--- src/rtl/hamming_secded_pipe.sv ---
// Two-stage SECDED Hamming pipeline: stage 1 encodes the input word and
// applies an error mask, stage 2 decodes, corrects single-bit errors and
// classifies the beat. Saturating counters track corrected and
// uncorrectable beats as they leave the pipeline.
module hamming_secded_pipe #(
  parameter int DATA_W = 8,
  parameter int CNT_W  = 16,
  // Smallest P with 2^P >= DATA_W + P + 1, written out for the legal range.
  localparam int P  = (DATA_W <= 4)  ? 3 :
                      (DATA_W <= 11) ? 4 :
                      (DATA_W <= 26) ? 5 :
                      (DATA_W <= 57) ? 6 : 7,
  localparam int CW = DATA_W + P + 1
) (
  input  logic              i_clk,
  input  logic              i_rst,
  input  logic              i_valid,
  output logic              o_ready,
  input  logic [DATA_W-1:0] i_data,
  input  logic [CW-1:0]     i_noise,
  output logic              o_valid,
  input  logic              i_ready,
  output logic [DATA_W-1:0] o_data,
  output logic [P-1:0]      o_syndrome,
  output logic              o_1bit_error,
  output logic              o_2bit_error,
  output logic              o_parity_error,
  input  logic              i_clr_cnt,
  output logic [CNT_W-1:0]  o_cnt_1bit,
  output logic [CNT_W-1:0]  o_cnt_2bit
);

  // Codeword positions 1, 2, 4, ... hold Hamming parity bits.
  function automatic bit is_pow2(input int i);
    return (i & (i - 1)) == 0;
  endfunction

  // Codeword position of data bit j: the j-th non-power-of-two index >= 3.
  function automatic int data_pos(input int j);
    int n;
    int res;
    n   = 0;
    res = 0;
    for (int i = 3; i < CW; i++) begin
      if (!is_pow2(i)) begin
        if (n == j) res = i;
        n++;
      end
    end
    return res;
  endfunction

  // Positions covered by parity bit k: every index with bit k set.
  function automatic logic [CW-1:0] cover_mask(input int k);
    logic [CW-1:0] m;
    m = '0;
    for (int i = 1; i < CW; i++) m[i] = ((i >> k) & 1) != 0;
    return m;
  endfunction

  // Parity bits are computed on the data-only vector; no parity position
  // falls inside another parity bit's coverage, so the order is free.
  function automatic logic [CW-1:0] encode(input logic [DATA_W-1:0] d);
    logic [CW-1:0] c;
    c = '0;
    for (int j = 0; j < DATA_W; j++) c[data_pos(j)] = d[j];
    for (int k = 0; k < P; k++) c[1 << k] = ^(c & cover_mask(k));
    c[0] = ^c[CW-1:1];
    return c;
  endfunction

  logic              rdy_en;
  logic              s1_full;
  logic [CW-1:0]     s1_cw;
  logic              s2_full;
  logic              s1_load;
  logic              s2_load;
  logic              out_hs;

  logic [P-1:0]      dec_syn;
  logic              dec_par;
  logic [CW-1:0]     dec_fixed;
  logic [DATA_W-1:0] dec_data;
  logic              dec_1bit;
  logic              dec_2bit;
  logic              dec_perr;

  // rdy_en keeps o_ready low through reset and rises on the first edge after it.
  assign s2_load = s1_full && (!s2_full || i_ready);
  assign o_ready = rdy_en && (!s1_full || s2_load);
  assign s1_load = i_valid && o_ready;
  assign o_valid = s2_full;
  assign out_hs  = s2_full && i_ready;

  // Syndrome, overall parity, correction and beat classification.
  always_comb begin
    dec_syn   = '0;
    dec_fixed = s1_cw;
    dec_1bit  = 1'b0;
    dec_2bit  = 1'b0;
    dec_perr  = 1'b0;
    dec_data  = '0;
    for (int k = 0; k < P; k++) dec_syn[k] = ^(s1_cw & cover_mask(k));
    dec_par = ^s1_cw;
    if (dec_syn == '0) begin
      dec_perr = dec_par;
    end else if (dec_par && (int'(dec_syn) < CW)) begin
      dec_1bit = 1'b1;
      for (int i = 1; i < CW; i++) begin
        if (int'(dec_syn) == i) dec_fixed[i] = ~dec_fixed[i];
      end
    end else begin
      // Even parity with a nonzero syndrome, or a syndrome pointing past the
      // codeword: more than one bit is wrong, so leave the word untouched.
      dec_2bit = 1'b1;
    end
    for (int j = 0; j < DATA_W; j++) dec_data[j] = dec_fixed[data_pos(j)];
  end

  // Ready enable: cleared by reset, set on the first clock after release.
  always_ff @(posedge i_clk or posedge i_rst) begin
    if (i_rst) rdy_en <= 1'b0;
    else       rdy_en <= 1'b1;
  end

  // Stage 1: capture the noisy codeword on an input handshake.
  always_ff @(posedge i_clk or posedge i_rst) begin
    if (i_rst) begin
      s1_full <= 1'b0;
      s1_cw   <= '0;
    end else if (s1_load) begin
      s1_full <= 1'b1;
      s1_cw   <= encode(i_data) ^ i_noise;
    end else if (s2_load) begin
      s1_full <= 1'b0;
    end
  end

  // Stage 2: register decoded results; hold them while downstream stalls.
  always_ff @(posedge i_clk or posedge i_rst) begin
    if (i_rst) begin
      s2_full        <= 1'b0;
      o_data         <= '0;
      o_syndrome     <= '0;
      o_1bit_error   <= 1'b0;
      o_2bit_error   <= 1'b0;
      o_parity_error <= 1'b0;
    end else if (s2_load) begin
      s2_full        <= 1'b1;
      o_data         <= dec_data;
      o_syndrome     <= dec_syn;
      o_1bit_error   <= dec_1bit;
      o_2bit_error   <= dec_2bit;
      o_parity_error <= dec_perr;
    end else if (i_ready) begin
      s2_full <= 1'b0;
    end
  end

  // Saturating error counters, bumped on output handshakes; clear wins.
  always_ff @(posedge i_clk or posedge i_rst) begin
    if (i_rst) begin
      o_cnt_1bit <= '0;
      o_cnt_2bit <= '0;
    end else if (i_clr_cnt) begin
      o_cnt_1bit <= '0;
      o_cnt_2bit <= '0;
    end else if (out_hs) begin
      if ((o_1bit_error || o_parity_error) && (o_cnt_1bit != '1))
        o_cnt_1bit <= o_cnt_1bit + CNT_W'(1);
      if (o_2bit_error && (o_cnt_2bit != '1))
        o_cnt_2bit <= o_cnt_2bit + CNT_W'(1);
    end
  end

endmodule

--- config.mk ---
export PLATFORM = sky130hd
export DESIGN_NAME = hamming_secded_pipe
export DESIGN_NICKNAME = d
export VERILOG_FILES = /design/src/rtl/hamming_secded_pipe.sv
export SDC_FILE = /design/constraint.sdc
export NUM_CORES = 1
export LEC_CHECK = 0
export CAP_MARGIN = 20
export CORE_AREA = 4 4 87 89
export CTS_CLUSTER_DIAMETER = 60
export DETAILED_ROUTE_END_ITERATION = 16
export DIE_AREA = 0 0 91 93
export PLACE_DENSITY = 0.81
export SYNTH_ARGS = -nofsm -noshare
export SYNTH_HDL_FRONTEND = slang
export SYNTH_SLANG_ARGS = --single-unit
export TNS_END_PERCENT = 1
--- constraint.sdc ---
create_clock -name i_clk -period 2.6 [get_ports i_clk]
set_input_delay 0.26 -clock i_clk [delete_from_list [all_inputs] [get_ports i_clk]]
set_output_delay 0.26 -clock i_clk [all_outputs]
set_load 0.005 [all_outputs]
==> results.json, run 1 <==
{
  "status": "complete, no violations",
  "die_w_um": 91,
  "synth.avg_cell_area_sq_um": 9.67,
  "r2r-end": "o_data[7]$_DFFE_PP0P_",
  "yosysTopAreaCell": "dfrtp_1",
  "fillers": 557,
  "fp.dieArea_sq_mm": 0.00846,
  "rows": 30,
  "insertion_delay_ps": 340,
  "dp_hpwl_um": 5410,
  "grt_pass1_wl_um": 12100,
  "ios": 75,
  "grt_pass1_vias": 2674,
  "worst_ep_arrival_time_ps": 2370,
  "period_share_pct": 82.6,
  "via_per_inst": 5.33,
  "portBuffers": 74,
  "cp.required_ps": 2830,
  "cts_buffers": 9,
  "area_growth_pct": 31.1,
  "startpoint": "s1_cw[11]$_DFFE_PP0P_",
  "ys_types": 48,
  "worst_slew_pin_slew_ps": 730,
  "synth_warnings": 0,
  "yosys.area_share.xor_xnor_pct": 22.0,
  "antenna_found_initial": 0,
  "r2r_cells": 6,
  "first_iter_violations": 87,
  "cp-start-kind": "register",
  "multi_input_area_sq_mm": 0.00179,
  "synth_seq_cells": 63,
  "critPathKind": "reg2reg",
  "cts.path.max_buffers": 2,
  "num_antenna_cells": 0,
  "synth_nets": 382,
  "cts_tree": "done",
  "drc_errors": 0,
  "place_congestion": 0.813,
  "synthCells": 354,
  "initial_core_util_pct": 50.7,
  "final_common_cell": "clkdlybuf4s50_1",
  "synth_top_family_by_area": "XOR/XNOR gates",
  "dr_total_vias": 2768,
  "rsz0062_at_grt": "no",
  "synth_compound_area_share_pct": 9.06,
  "fin_crit_ps": 2150,
  "yosys.area_share.adder_pct": 0.731,
  "grt_usage_pct": 17.8,
  "final_cell_mix": "74 x clkdlybuf4s50_1, 63 x dfrtp_1, 43 x xnor2_1",
  "synth_top_area_share_pct": 46.0,
  "routed_wirelength_um": 6980,
  "wire_per_inst_um": 13.4,
  "synth_mux_area_share_pct": 0.585,
  "drive_above_1_share_pct": 7.06,
  "clkSinkCount": 63,
  "finalSetupViolCount": 0,
  "grt.overflow.total": 0,
  "end_kind": "register",
  "worst_hold_slack_ps": 314,
  "core_sq_mm": 0.00676,
  "hold_viol": 0,
  "finClkSkew_ps": 7.88,
  "h-tree-depth": 3,
  "power_leakage_uw": 0.00190,
  "drv_cap": 0,
  "tns_ps": 0,
  "synth_edf_count": 0,
  "powerDensity_mw_per_mm2": 811,
  "min_path_type": "in2async",
  "async_reset_ff_share_pct": 100,
  "ctsResizeCount": 0,
  "postCtsSetupRepairBufs": 0,
  "max_clock_freq_ghz": 0.466,
  "register_area_sq_mm": 0.00158,
  "crit_path_max_fanout": 7,
  "grt_max_degree": 36,
  "relSlewSlack_pct": 50.1,
  "r2r_slack_ps": 450,
  "synth_area_leaders": "dfrtp_1 46%, xnor2_1 11%, xor2_1 8.2%",
  "cts-root-buf": "clkbuf_8",
  "drtAntennaViolNets": 0,
  "cts_hold_buf": 0,
  "cts.clk_slew.worst_paths_ps": 70,
  "final_nets": 462,
  "synth_ff_type": "dfrtp_1",
  "r2r_start": "s1_cw[11]$_DFFE_PP0P_",
  "ir_drop_uv": 496,
  "dieHeight_um": 93,
  "synth-simple-area-share_pct": 19.9,
  "netlist_area_sq_mm": 0.00342,
  "drv_slew": 0,
  "yosysSeqAreaShare_pct": 46.0,
  "drt_first_pass_iters": 6
}
==> layer usage <==
layer / share of wire (%) / vias to the layer above / global-route usage, %
met2: 49 / 98 / 31.8
li1: - / 1368 / -
met5: 0 / - / 0
met3: 5.5 / 14 / 4.42
met4: 2.0 / 0 / 7.54
met1: 43 / 1288 / 20.2
==> cell usage after synthesis (all sizes together), types with 2 or more instances <==
master / n
nand2: 40
a21oi: 2
nor2: 40
a31oi: 6
o21ai: 28
or3: 5
nand4: 8
clkbuf: 10
nand3: 16
and3: 10
nor3: 5
dfrtp: 63
xnor2: 45
and4: 4
o211ai: 4
nand2b: 3
xnor3: 2
mux2i: 2
and2: 3
xor2: 33
inv: 3
ha: 2
==> worst max-delay path by stage <==
stage	to	depth (start not counted)
floorplan	o_cnt_2bit[3]$_DFFE_PP0P_	7
global placement	o_cnt_1bit[14]$_DFFE_PP0P_	7
detailed placement	o_cnt_1bit[14]$_DFFE_PP0P_	7
CTS	o_data[7]$_DFFE_PP0P_	6
global route	o_cnt_1bit[14]$_DFFE_PP0P_	6
finish	o_data[7]$_DFFE_PP0P_	6
==> state kept, by name, summed over array words and instances (netlist names) <==
name / count
o_1bit_error: 1
o_2bit_error: 1
o_cnt_1bit: 16
o_cnt_2bit: 16
o_data: 8
o_parity_error: 1
o_syndrome: 4
o_valid: 1
rdy_en: 1
s1_cw: 13
s1_full: 1
==> logic make-up after synthesis <==
family / count (synthesis)
other cells: 1
mux: 2
flops: 63
compound gates: 51
xor+xnor: 80
simple gates: 141
buf+inv: 14
fa+ha+maj: 2
==> power breakdown <==
part           internal (uW)  switching (uW)  leakage (uW)
registers               1140             142      0.000826
clock network            493             375      0.000105
logic                    749             742      0.000969
total                   2380            1260       0.00190
==> final cells by class <==
type / count / share of cell area, %
multi-input combinational: 277 / 40.0
sequential: 63 / 35.1
timing repair buffer: 80 / 17.8
clock buffer: 11 / 3.37
tap: 80 / 2.23
clock inverter: 5 / 1.25
inverter: 3 / 0.251
==> stage by stage <==
stage / std cells / utilization, % / total power (uW) / worst slack [ps] / instance area [sq um]
6_report: 519 / 66.4 / 3640 / 452 / 4490
5_1_grt: 519 / 66.4 / 3890 / 248 / 4490
4_1_cts: 519 / 66.4 / 3670 / 429 / 4490
3_5_place_dp: 503 / 63.4 / 2800 / 293 / 4280
3_3_place_gp: 503 / 63.4 / 2750 / 457 / 4280
2_1_floorplan: 354 / - / 2280 / 660 / 3420
==> worst max-delay path, cell delays in order (launching register included) <==
cell	delay, ps
dfrtp_1	430
xnor2_1	330
xnor3_2	490
or2b_1	330
o31a_1	260
o22ai_1	130
o21ai_1	70
No activity file was read; power rests on OpenSTA's default activity.
==> run 2, diff against run 1 <==
- clock period: 2.6 -> 2 ns (I/O delays scaled with it)
==> run 2 against run 1 <==
The flow now finishes with violations (negative setup slack). Routed wire length grew 18%. Count of clock-buffer cells in the layout fell by 2. Worst setup slack lost 510 ps. Non-clock buffer count grew 26. Clock skew grew 1.3 ps. Register-to-register slack got worse by 510 ps. Die area stayed put. Largest cell class unchanged. Largest power group unchanged.
==> results.json, run 2 (synthesis results as in run 1) <==
{
  "area_growth_pct": 41.1,
  "post-route-cell-area_sq_mm": 0.00483,
  "finalWorstSetupSlack_ps": -61.5,
  "place_area_sq_mm": 0.00443,
  "ir_drop_uv": 590,
  "status": "finished with violations",
  "final_nets": 488,
  "max_clock_freq_ghz": 0.485,
  "die_w_um": 91,
  "drt_first_pass_iters": 4,
  "grt_pass1_vias": 2866,
  "finalSetupViolCount": 7,
  "power_leakage_uw": 0.00207,
  "dr_total_vias": 2903,
  "cts.clk_slew.worst_paths_ps": 70,
  "drtAntennaViolNets": 0,
  "cts_tree": "done",
  "cts.path.max_buffers": 2,
  "routed_wirelength_um": 8250,
  "relSlewSlack_pct": 59.5,
  "wire_per_inst_um": 15.1,
  "h-tree-depth": 3,
  "critPathKind": "reg2reg",
  "first_iter_violations": 117,
  "dp_hpwl_um": 5710,
  "drc_errors": 0,
  "via_per_inst": 5.33,
  "end_kind": "register",
  "insertion_delay_ps": 350,
  "final_common_cell": "clkdlybuf4s50_1",
  "place_congestion": 0.838,
  "dieHeight_um": 93,
  "core_sq_mm": 0.00676,
  "crit_path_max_fanout": 6,
  "finish.utilization_pct": 71.5,
  "num_antenna_cells": 0,
  "grt_usage_pct": 19.5,
  "final_cell_mix": "74 x clkdlybuf4s50_1, 61 x dfrtp_1, 40 x nand2_1",
  "grt.overflow.total": 0,
  "drv_slew": 0,
  "fp.dieArea_sq_mm": 0.00846,
  "hold_viol": 0,
  "ios": 75,
  "reg.largest.list": "o_cnt_1bit: 16 flops, o_cnt_2bit: 16 flops, s1_cw: 13 flops",
  "worst_slew_pin_slew_ps": 608,
  "powerDensity_mw_per_mm2": 1100,
  "cts_hold_buf": 0,
  "initial_core_util_pct": 50.7,
  "cp.required_ps": 2280,
  "min_path_type": "in2async",
  "grt_pass1_wl_um": 13200,
  "drive_above_1_share_pct": 17.0,
  "worst_ep_arrival_time_ps": 2340,
  "cts_buffers": 9,
  "rsz0062_at_grt": "yes",
  "drv_cap": 0,
  "cts-root-buf": "clkbuf_8",
  "period_share_pct": 103,
  "fillers": 504,
  "portBuffers": 74,
  "antenna_found_initial": 0,
  "clkSinkCount": 63,
  "rows": 30,
  "grt_max_degree": 44,
  "finClkSkew_ps": 9.14,
  "fin_crit_ps": 2060,
  "violations": "negative setup slack",
  "cp-start-kind": "register"
}
==> run 2: changes by cell type in the layout (fill, tap and decap cells not counted), moves of 3 or more <==
cell and change:
clkinv_4 +3, xnor2_1 -7, nor3_2 +3, buf_4 +24, xnor2_2 +5, nor3_1 -3
==> run 2: metrics by stage <==
step                hold slack (ps)  setup WS [ps]  TNS, ps  power (uW)  std cells
finish                          206          -61.5     -166        5330        545
global route                    225           -151    -1010        5650        545
CTS                             219          -34.7     -116        4960        542
detailed placement              477          -66.0     -274        3830        521
global placement                466          -16.4    -16.4        3760        521
floorplan                       266           59.7        0        2970        354
==> run 2: final timing paths <==
| path | startpoint | endpoint | slack (ps) | cells past startpoint |
|---|---|---|---|---|
| worst min register to register | o_syndrome[1]$_DFFE_PP0P_ | o_syndrome[1]$_DFFE_PP0P_ | 490 | 2 |
| worst min-delay path | i_rst | o_cnt_2bit[1]$_DFFE_PP0P_ | 210 | 3 |
| worst max register to register | s1_cw[9]$_DFFE_PP0P_ | o_data[6]$_DFFE_PP0P_ | -60 | 7 |
| min in group i_clk | o_syndrome[1]$_DFFE_PP0P_ | o_syndrome[1]$_DFFE_PP0P_ | 490 | 2 |
| max in group asynchronous | i_rst | s1_cw[3]$_DFFE_PP0P_ | 1530 | 3 |
| worst max-delay path | s1_cw[9]$_DFFE_PP0P_ | o_data[6]$_DFFE_PP0P_ | -60 | 7 |
==> run 2: cell type report <==
cell class | instances | area [sq um] | share of cell area, %
clock inverters | 7 | 50.0 | 1.04
well taps | 80 | 100 | 2.07
multi-input cells | 277 | 1960 | 40.5
clock buffers | 9 | 124 | 2.56
inverters | 3 | 11.3 | 0.233
flip-flops and latches | 63 | 1580 | 32.7
repair buffers | 106 | 1010 | 20.9
==> run 2: critical path, stage by stage, from the launching register on <==
cell	delay [ps]
dfrtp_1	460
xnor2_2	190
xnor2_2	240
xor2_1	190
buf_4	200
o21bai_2	220
or4_1	410
nand3_1	100
==> run 2: timing repair <==
item / 4_1_cts / 5_1_grt
setup buffers: 5 / 3
pin swaps: 5 / 10
setup endpoints to repair: 9 / 12
resized for setup: 8 / 22
==> run 2: power breakdown <==
group	internal, uW	switching (uW)	total (uW)
clock network	450	522	972
logic	1410	1270	2670
registers	1480	205	1690
total	3340	1990	5330
==> run 2: metal layers <==
layer | routed length (um) | vias to the layer above | GRT usage, % | share of wire, %
li1 | - | 1415 | - | -
met1 | 3360 | 1384 | 23.1 | 41
met2 | 4240 | 91 | 33.7 | 51
met3 | 510 | 13 | 4.67 | 6.2
met4 | 133 | 0 | 8.67 | 1.6
met5 | 0 | - | 0 | 0
==> run 3, diff against run 2 <==
- CAP_MARGIN: 20 -> default
- CTS_CLUSTER_DIAMETER: 60 -> 200
- SKIP_LAST_GASP: default -> 1
==> run 3 against run 2 <==
The flow still finishes with violations (negative setup slack). Combinational power increased by 1%. Die area unchanged. Count of clock-buffer cells in the layout unchanged. Cell count unchanged. Register-to-register slack got worse by 20 ps. Final area decreased by 0.28%. Total power increased by 0.79%. Largest power group unchanged. Sequential share of layout area increased by 0.093 points. Flip-flop and latch count unchanged. Largest cell class unchanged.
==> results.json, run 3 (synthesis results as in run 1) <==
{
  "drtAntennaViolNets": 0,
  "grt.overflow.total": 0,
  "seqPwrFrac_pct": 31.4,
  "cts_tree": "done",
  "finClkSkew_ps": 10.7,
  "area_growth_pct": 40.7,
  "rsz0062_at_grt": "yes",
  "swShare_pct": 37.4,
  "end_kind": "register",
  "wire_per_inst_um": 15.3,
  "initial_core_util_pct": 50.7,
  "clkSinkCount": 63,
  "reg.largest.list": "o_cnt_1bit: 16 flops, o_cnt_2bit: 16 flops, s1_cw: 13 flops",
  "final_cell_mix": "74 x clkdlybuf4s50_1, 61 x dfrtp_1, 40 x nand2_1",
  "grt_pass1_vias": 2857,
  "power_leakage_uw": 0.00207,
  "min_path_type": "in2async",
  "relSlewSlack_pct": 57.5,
  "h-tree-depth": 3,
  "finalWorstSetupSlack_ps": -81.1,
  "drive_above_1_share_pct": 16.6,
  "crit_path_max_fanout": 5,
  "drv_slew": 0,
  "hold_viol": 0,
  "p_int_uw": 3360,
  "grt_usage_pct": 19.3,
  "fp.dieArea_sq_mm": 0.00846,
  "worst_ep_arrival_time_ps": 2350,
  "dp_hpwl_um": 5710,
  "critPathKind": "reg2reg",
  "total_power_uw": 5370,
  "clock_power_share_pct": 18.2,
  "final_nets": 488,
  "status": "finished with violations",
  "fin_crit_ps": 2080,
  "routed_wirelength_um": 8340,
  "drt_first_pass_iters": 4,
  "placed_cells": 521,
  "place_congestion": 0.838,
  "cts_hold_buf": 0,
  "dr_total_vias": 2914,
  "cts.clk_slew.worst_paths_ps": 70,
  "final_common_cell": "clkdlybuf4s50_1",
  "dieHeight_um": 93,
  "portBuffers": 74,
  "tns_ps": -265,
  "cts.path.max_buffers": 2,
  "cts-root-buf": "clkbuf_8",
  "period_share_pct": 104,
  "fin_cells": 545,
  "worst_slew_pin_slew_ps": 638,
  "cts_buffers": 9,
  "via_per_inst": 5.35,
  "max_clock_freq_ghz": 0.481,
  "pre_cts_ws_ps": -66.0,
  "powerDensity_mw_per_mm2": 1120,
  "insertion_delay_ps": 350,
  "cp-start-kind": "register",
  "antenna_found_initial": 0,
  "ios": 75,
  "drv_cap": 0,
  "finalSetupViolCount": 8,
  "p_sw_uw": 2010,
  "first_iter_violations": 125,
  "grt_max_degree": 44,
  "drc_errors": 0,
  "cp.required_ps": 2270,
  "rows": 30,
  "num_antenna_cells": 0,
  "violations": "negative setup slack",
  "core_sq_mm": 0.00676,
  "r2r_cells": 6,
  "grt_pass1_wl_um": 13100,
  "ir_drop_uv": 606,
  "p_comb_share_pct": 50.4,
  "die_w_um": 91
}
==> run 3: worst paths after layout <==
| path | startpoint | end | slack [ps] |
|---|---|---|---|
| worst max-delay path | s1_cw[3]$_DFFE_PP0P_ | o_data[1]$_DFFE_PP0P_ | -80 |
| worst min-delay path | i_rst | o_cnt_2bit[1]$_DFFE_PP0P_ | 210 |
| worst max register to register | s1_cw[3]$_DFFE_PP0P_ | o_data[1]$_DFFE_PP0P_ | -80 |
| worst min register to register | o_syndrome[1]$_DFFE_PP0P_ | o_syndrome[1]$_DFFE_PP0P_ | 490 |
| max in group asynchronous | i_rst | s1_cw[9]$_DFFE_PP0P_ | 1530 |
| min in group i_clk | o_syndrome[1]$_DFFE_PP0P_ | o_syndrome[1]$_DFFE_PP0P_ | 490 |
==> run 3: per-stage QoR <==
step | instance area [sq um] | utilization, % | hold WS (ps)
finish | 4820 | 71.3 | 206
global route | 4820 | 71.3 | 225
CTS | 4670 | 69.1 | 219
detailed placement | 4430 | 65.5 | 477
global placement | 4430 | 65.5 | 466
floorplan | 3420 | - | 266
==> run 3: critical path, cell delays in order, from the launching register on <==
cell and delay [ps]:
dfrtp_2 460, xor2_2 260, xnor3_2 530, nor2_2 140
nand3_2 110, or3_1 350, a31oi_1 160
==> run 3: layout make-up <==
type	instances	area (sq um)
multi-input cells	277	1950
inverters	3	11.3
repair buffers	106	1010
well taps	80	100
fillers	504	1940
clock inverters	7	50.0
clock buffers	9	124
flip-flops and latches	63	1580
==> run 3: repair_timing <==
action	4_1_cts	5_1_grt
pin swaps	5	11
setup endpoints to repair	9	13
buffers inserted	5	3
gates resized for setup	5	22
==> run 3: metal layers <==
layer / track usage, % / part of all wire (%)
met2: 33.5 / 52
met1: 22.8 / 41
met4: 8.67 / 2.2
met3: 4.67 / 5.4
met5: 0 / 0
==> run 3: power groups by stage <==
stage / combinational [uW] / clock (uW) / sequential [uW]
final: 2710 / 978 / 1690
after global routing: 2940 / 1050 / 1710
after CTS: 2290 / 985 / 1670
after detailed placement: 2140 / 0 / 1680
after global placement: 2090 / 0 / 1670
after floorplan: 1310 / 0 / 1660
